### src/rtl/pipeline_ctrl.sv
// rtl/pipeline_ctrl.sv - hazard, forwarding and data-memory wait sequencing for a 5-stage RV32I pipeline
// Combinational stage controls from state and hazards; wait/timeout FSM and saturating stall counter.
module pipeline_ctrl #(
  parameter int MEM_TIMEOUT = 64,
  parameter int CNT_W       = 16
) (
  input  logic             CLK,
  input  logic             RST_N,
  input  logic [4:0]       ID_RS1,
  input  logic [4:0]       ID_RS2,
  input  logic             ID_USE_RS1,
  input  logic             ID_USE_RS2,
  input  logic [4:0]       EX_RS1,
  input  logic [4:0]       EX_RS2,
  input  logic [4:0]       EX_RD,
  input  logic             EX_MEMRD,
  input  logic             EX_TAKEN,
  input  logic [4:0]       MEM_RD,
  input  logic             MEM_REGWRT,
  input  logic [4:0]       WB_RD,
  input  logic             WB_REGWRT,
  input  logic             DMEM_REQ,
  input  logic             DMEM_READY,
  output logic             PC_EN,
  output logic             IF_ID_EN,
  output logic             ID_EX_EN,
  output logic             EX_MEM_EN,
  output logic             MEM_WB_EN,
  output logic             IF_ID_FLUSH,
  output logic             ID_EX_FLUSH,
  output logic [1:0]       FWD_A,
  output logic [1:0]       FWD_B,
  output logic             MEM_ERR,
  output logic [CNT_W-1:0] STALL_CNT
);

  localparam int TW = (MEM_TIMEOUT > 1) ? $clog2(MEM_TIMEOUT) : 1;
  localparam logic [TW-1:0] TO_LAST = TW'(MEM_TIMEOUT - 1);

  typedef enum logic [1:0] {
    S_INIT     = 2'd0,
    S_RUN      = 2'd1,
    S_MEM_WAIT = 2'd2,
    S_ERR      = 2'd3
  } state_t;

  state_t        state, state_nxt;
  logic [TW-1:0] to_cnt, to_cnt_nxt;
  logic          err_set;
  logic          freeze, taken, loaduse, stall_inc;

  assign freeze  = DMEM_REQ & ~DMEM_READY;
  assign taken   = EX_TAKEN;
  assign loaduse = EX_MEMRD & (EX_RD != 5'd0) &
                   ((ID_USE_RS1 & (ID_RS1 == EX_RD)) | (ID_USE_RS2 & (ID_RS2 == EX_RD)));

  // MEM wins over WB because it holds the younger result; x0 is hardwired zero.
  function automatic logic [1:0] fwd_sel(input logic [4:0] rs,
                                         input logic [4:0] mem_rd, input logic mem_wr,
                                         input logic [4:0] wb_rd,  input logic wb_wr);
    if (mem_wr && (mem_rd != 5'd0) && (mem_rd == rs))
      return 2'b10;
    else if (wb_wr && (wb_rd != 5'd0) && (wb_rd == rs))
      return 2'b01;
    else
      return 2'b00;
  endfunction

  assign FWD_A = fwd_sel(EX_RS1, MEM_RD, MEM_REGWRT, WB_RD, WB_REGWRT);
  assign FWD_B = fwd_sel(EX_RS2, MEM_RD, MEM_REGWRT, WB_RD, WB_REGWRT);

  always_comb begin
    state_nxt   = state;
    to_cnt_nxt  = to_cnt;
    err_set     = 1'b0;
    PC_EN       = 1'b0;
    IF_ID_EN    = 1'b0;
    ID_EX_EN    = 1'b0;
    EX_MEM_EN   = 1'b0;
    MEM_WB_EN   = 1'b0;
    IF_ID_FLUSH = 1'b0;
    ID_EX_FLUSH = 1'b0;
    case (state)
      S_INIT: begin
        IF_ID_FLUSH = 1'b1;
        ID_EX_FLUSH = 1'b1;
        state_nxt   = S_RUN;
      end
      S_RUN, S_MEM_WAIT: begin
        if (freeze) begin
          if (state == S_RUN) begin
            state_nxt  = S_MEM_WAIT;
            to_cnt_nxt = '0;
          end else if (to_cnt == TO_LAST) begin
            state_nxt = S_ERR;
            err_set   = 1'b1;
          end else begin
            to_cnt_nxt = to_cnt + 1'b1;
          end
        end else begin
          state_nxt  = S_RUN;
          to_cnt_nxt = '0;
          PC_EN      = 1'b1;
          IF_ID_EN   = 1'b1;
          ID_EX_EN   = 1'b1;
          EX_MEM_EN  = 1'b1;
          MEM_WB_EN  = 1'b1;
          // A redirect squashes the dependent instruction anyway, so it outranks load-use.
          if (taken) begin
            IF_ID_FLUSH = 1'b1;
            ID_EX_FLUSH = 1'b1;
          end else if (loaduse) begin
            PC_EN       = 1'b0;
            IF_ID_EN    = 1'b0;
            ID_EX_FLUSH = 1'b1;
          end
        end
      end
      S_ERR: begin
        state_nxt = S_ERR;
      end
      default: begin
        state_nxt = S_INIT;
      end
    endcase
  end

  assign stall_inc = ((state == S_RUN) || (state == S_MEM_WAIT)) && !PC_EN;

  always_ff @(posedge CLK or negedge RST_N) begin
    if (!RST_N) begin
      state     <= S_INIT;
      to_cnt    <= '0;
      MEM_ERR   <= 1'b0;
      STALL_CNT <= '0;
    end else begin
      state  <= state_nxt;
      to_cnt <= to_cnt_nxt;
      if (err_set)
        MEM_ERR <= 1'b1;
      if (stall_inc && (STALL_CNT != {CNT_W{1'b1}}))
        STALL_CNT <= STALL_CNT + 1'b1;
    end
  end

endmodule

### config.mk
export PLATFORM = sky130hd
export DESIGN_NAME = pipeline_ctrl
export DESIGN_NICKNAME = d
export VERILOG_FILES = /design/src/rtl/pipeline_ctrl.sv
export SDC_FILE = /design/constraint.sdc
export NUM_CORES = 1
export LEC_CHECK = 0
export CORE_ASPECT_RATIO = 1.1
export CORE_MARGIN = 1.5
export CORE_UTILIZATION = 35
export CTS_BUF_LIST = sky130_fd_sc_hd__clkbuf_8 sky130_fd_sc_hd__clkbuf_16
export DETAILED_ROUTE_END_ITERATION = 10
export GPL_ROUTABILITY_DRIVEN = 0
export PLACE_DENSITY = 0.68
export SLEW_MARGIN = 20
export SYNTH_ARGS = -nofsm -noshare
export SYNTH_HDL_FRONTEND = slang
export SYNTH_SLANG_ARGS = --single-unit
### constraint.sdc
create_clock -name CLK -period 2.6 [get_ports CLK]
set_clock_uncertainty 0.2 [all_clocks]
set_input_delay 0.52 -clock CLK [delete_from_list [all_inputs] [get_ports CLK]]
set_output_delay 0.52 -clock CLK [all_outputs]
set_load 0.01 [all_outputs]
==> Yosys cells after proc, flatten, opt, wreduce, memory -nomap -nowiden <==
Index checks and enable logic that the tools add are counted.
{ "totals": {"ram_bits": 0, "mem_bits_ro": 0, "mem_count": 0, "regBits": 25, "latchBits": 0, "elab_cells": 70} }
{ "classes": {"shifts": 0, "bitwise": 7, "div_mod_pow": 0, "mux": 28, "reduce_logical": 16, "n_eq_ne": 13, "magnitude_cmp": 0, "n_addsub": 2, "mul": 0} }
{ "op_table": {"columns": ["op", "count"], "rows": [
  ["$eq A5 B5 Y1", 6],
  ["$mux W6", 3],
  ["$mux W1", 17],
  ["$add A16 B1 Y16 const B", 1],
  ["$ne A16 B16 Y1 const B", 1],
  ["$reduce_bool A5 Y1", 3],
  ["$mux W2", 5],
  ["$logic_and A1 B1 Y1", 8],
  ["$add A6 B1 Y6 const B", 1],
  ["$eq A6 B6 Y1 const B", 1],
  ["$pmux W2 S3", 1],
  ["$and A1 B1 Y1", 5],
  ["$eq A2 B2 Y1 const B", 2],
  ["$ne A4 B4 Y1 const B", 1],
  ["$pmux W1 S2", 2],
  ["$ne A3 B3 Y1 const B", 1],
  ["$eq A2 B1 Y1 const B", 1],
  ["$logic_not A2 Y1", 1],
  ["$reduce_and A2 Y1", 1],
  ["$reduce_or A2 Y1", 1],
  ["$logic_not A1 Y1", 1],
  ["$logic_or A1 B1 Y1", 1],
  ["$not A1 Y1", 1],
  ["$or A1 B1 Y1", 1]
]} }

==> Logic depth before layout (Yosys ltp) <==
Gate-level depths: netlist (run 1).
{ "logic_depth": {"word_depth": 11, "ltp_mapped": 8} }

==> Worst setup path after synthesis (run 1) <==
OpenSTA, ideal clock, no wires.
{ "synth_path": {"path_kind": "input to output", "start": "in MEM_RD[1]", "end": "out FWD_A[0]", "t_arrival_ps": 1813, "slack_ps": 67, "cell_stages": 4, "required_ps": 1880, "path_cell_list": "or4_1 o21ai_0 nor4_1 nor4_1"} }
{ "synth_via": {"elab_chain_len": 4} }
{ "synth_lines": {"columns": ["item", "line_no", "source"], "rows": [
  ["start, declared", "18", "input logic [4:0] MEM_RD,"],
  ["$reduce_bool A5 Y1", "61", "if (mem_wr && (mem_rd != 5'd0) && (mem_rd == rs))"],
  ["$logic_and A1 B1 Y1", "61", null],
  ["$logic_and A1 B1 Y1 *", "61", null],
  ["$mux W2 *", "61", null],
  ["end, declared", "31", "output logic [1:0] FWD_A,"]
]} }
Mark *: on every way between the ends. The rest lies on a longest branch, timed or not.

==> Final worst setup path (run 1) <==
{ "layout_path": {"start": "in EX_RS1[1]", "end": "out FWD_A[0]"} }
{ "layout_via": {"elab_chain_len": 4} }
{ "layout_lines": {"columns": ["item", "line_no", "source"], "rows": [
  ["start, declared", "13", "input logic [4:0] EX_RS1,"],
  ["$eq A5 B5 Y1", "63", "else if (wb_wr && (wb_rd != 5'd0) && (wb_rd == rs))"],
  ["$logic_and A1 B1 Y1", "63", null],
  ["$mux W1", "63", null],
  ["$mux W2 *", "61", null]
]} }
Marks and branches as above.

==> flow_metrics.py, run 1 <==
metrics = {
    "run_status": {
        "status": "complete, no violations",
    },
    "synth": {
        "async_flop_share_pct": 100,
        "ys_ff_latch": 25,
        "ys.flop_type": "dfrtp_1",
        "syn_area_mm2": 0.00174,
        "yosysTopAreaCellShare_pct": 36.0,
        "ys.warnings.count": 0,
        "synth_cell_types": 33,
        "synth-edff-count": 0,
        "ys_seq_area_share_pct": 36.0,
        "synth_area_per_cell_um2": 9.30,
        "synth_area_leaders": "dfrtp_1, xor2_1, xnor2_1",
        "syn-num-nets": 238,
        "syn-instance-count": 187,
        "synth_top_area_cell": "dfrtp_1",
    },
    "setup_path": {
        "crit_buf_inv": 2,
        "cpMaxStageDelayCell": "or4_4",
        "path_class": "in2out",
        "crit_path_end": "FWD_A[0]",
        "cp_max_fo": 2,
        "arrival_ns": 1.87,
        "path_depth": 5,
        "required_ns": 1.88,
        "crit_family": "simple AND/OR/NAND/NOR gates",
        "critPathMaxStageDelay_ns": 0.53,
        "critPathLaunch": "EX_RS1[1]",
        "ff2ff_setup_slack_ns": 0.43,
        "r2r_end": "STALL_CNT[1]",
        "r2r_start": "STALL_CNT[7]",
        "end_kind": "output port",
        "crit_chain": "clkdlybuf4s15_1, xor2_1, or4_4, nor4_2, buf_2",
        "rr_worst_depth": 7,
        "start_kind": "input port",
    },
    "finish": {
        "final_cells": 348,
        "layout_commonest_cell": "clkdlybuf4s50_1",
        "layout-drive-gt1-share_pct": 22.9,
        "finalNetCount": 344,
        "area_growth_pct": 62.2,
        "post-route-util_pct": 59.8,
        "diodes": 0,
        "most-common-layout-cells": "clkdlybuf4s50_1, buf_4, xor2_1",
    },
    "detailed_routing": {
        "drt-total-wl_um": 4520,
        "drc_errors": 0,
        "detail_route.vias_per_cell": 4.93,
        "vias": 1717,
        "first_pass_iters": 4,
        "antenna_left": 0,
        "routedWlPerCell_um": 13.0,
        "first_iter_violations": 41,
    },
    "sta": {
        "period_minus_slack_ns": 2.59,
        "hold_violations": 0,
        "timing.final.crit_share_pct": 99.6,
        "rsz0062_at_grt": "true",
        "setup_violations": 0,
        "fmax_mhz": 386,
        "drv_slew": 0,
        "max-slew-margin-rel_pct": 60.6,
        "setup_tns_ns": 0,
        "worst_pin_slew_ns": 0.586,
    },
    "floorplanning": {
        "core_mm2": 0.00472,
        "fp.dieH_um": 76.9,
        "num_rows": 26,
        "die_w_um": 70.2,
        "start_util_pct": 36.9,
        "fp.dieArea_mm2": 0.00540,
        "top_level_ports": 73,
    },
    "clock_tree": {
        "cts_buffers": 3,
        "cts_root_buffer": "clkbuf_8",
        "cts_max_path_buffers": 2,
        "clock_latency_ns": 0.27,
        "clk_pin_slew_ns": 0.09,
        "postCtsHoldBufs": 0,
        "htreeDepth": 1,
        "cts.sinks": 25,
        "cts_tree": "done",
    },
    "pwr": {
        "peakVddDrop_v": 0.000622,
        "p_seq_share_pct": 31.9,
        "p_comb_share_pct": 54.8,
        "switching_share_pct": 39.7,
        "internal-power_mw": 1.05,
        "clockPowerShare_pct": 13.2,
        "p_leak_nw": 1.26,
        "p_sw_mw": 0.695,
        "power.density_mw_per_mm2": 620,
    },
    "min_path": {
        "hold_class": "reg2reg",
    },
    "global_routing": {
        "grt_util_all_layers_pct": 17.2,
        "grt_max_degree": 26,
        "grt_overflow_total": 0,
        "grt_antenna_before_repair": 0,
        "grt_pass1_wl_um": 7610,
        "grt_pass1_vias": 1801,
    },
    "place": {
        "dp_cells": 342,
        "portBuffers": 72,
        "dp_hpwl_um": 3570,
    },
    "job": {
        "cap_violations": 0,
    },
}
power groups by stage:
stage | sequential [mW] | clock, mW | combinational (mW)
after global placement | 0.565 | 0 | 1.00
after global routing | 0.577 | 0.262 | 1.05
after CTS | 0.558 | 0.242 | 0.955
final | 0.559 | 0.231 | 0.959
after detailed placement | 0.563 | 0 | 1.02
after floorplan | 0.574 | 0 | 0.503
timing repair:
item,4_1_cts,5_1_grt
buffers inserted,2,0
resized for setup,80,14
endpoints found under the setup margin,11,9
hold endpoints to repair,0,0
pin swaps,11,8
cloned,0,0
state kept, by name (all words and copies together), names as in the netlist:
name	cells
to_cnt	6
STALL_CNT	16
MEM_ERR	1
state	2
cell usage after synthesis, drive strengths merged (3+ instances only):
cell type,count
xor2,31
dfrtp,25
xnor2,16
nand2,14
nor2,14
nand3,9
nor4,9
nand4,8
nor3,8
a21oi,7
ha,6
buf,5
or4,5
inv,4
o21ai,4
and3,3
mux2,3
nand2b,3
metrics by stage:
stage / worst slack (ns) / power [mW] / hold slack (ns) / instance area, um2
5_1_grt: -0.0426 / 1.89 / 0.320 / 2820
3_5_place_dp: -0.837 / 1.58 / 0.275 / 2740
6_report: 0.00933 / 1.75 / 0.295 / 2820
4_1_cts: -0.0186 / 1.76 / 0.296 / 2790
3_3_place_gp: -0.746 / 1.57 / 0.265 / 2740
2_1_floorplan: 0.0667 / 1.08 / 0.0244 / 1740
kinds of logic after synthesis:
family | share of synthesized area [%]
adders and majority gates | 4.32
and+or+nand+nor | 24.0
DFF | 36.0
AOI/OAI and AO/OA | 6.98
buffers and inverters | 3.09
xor gates and xnor gates | 23.7
muxes | 1.94
area by class of cell:
cell class                 count  area, um2
clock inverter                 1       5.00
fill                         406       1900
clock buffer                   3       41.3
tap                           56       70.1
timing repair buffer         107        922
inverter                       4       15.0
multi-input combinational    152       1140
sequential                    25        626
routing by layer:
layer | wire length [um] | up-vias | part of all wire, % | track usage, %
li1 | - | 866 | - | -
met1 | 1890 | 784 | 42 | 19.7
met2 | 2210 | 51 | 49 | 29.8
met3 | 259 | 16 | 5.7 | 4.34
met4 | 162 | 0 | 3.6 | 8.08
met5 | 0 | - | 0 | 0
worst min path at each step:
stage / startpoint / endpoint / slack [ns] / cells after the start
6_report: MEM_ERR / MEM_ERR / 0.30 / 1
5_1_grt: STALL_CNT[10] / STALL_CNT[10] / 0.32 / 1
4_1_cts: MEM_ERR / MEM_ERR / 0.30 / 1
3_5_place_dp: MEM_ERR / MEM_ERR / 0.28 / 1
3_3_place_gp: MEM_ERR / MEM_ERR / 0.26 / 1
2_1_floorplan: RST_N / MEM_ERR / 0.02 / 0
Note: power is estimated with default switching activity, not from simulation.
==> inputs of run 2 (changes only) <==
Settings changed: ABC_CLOCK_PERIOD_IN_PS set to 2600, SLEW_MARGIN 20 to 40.
==> results of run 2 <==
The final DEF is identical to that of run 1; final timing and power are the same.
==> inputs of run 3 (changes only) <==
Settings changed: CTS_CLUSTER_SIZE set to 28.
==> results of run 3 <==
The final DEF is identical to that of run 1; final timing and power are the same.
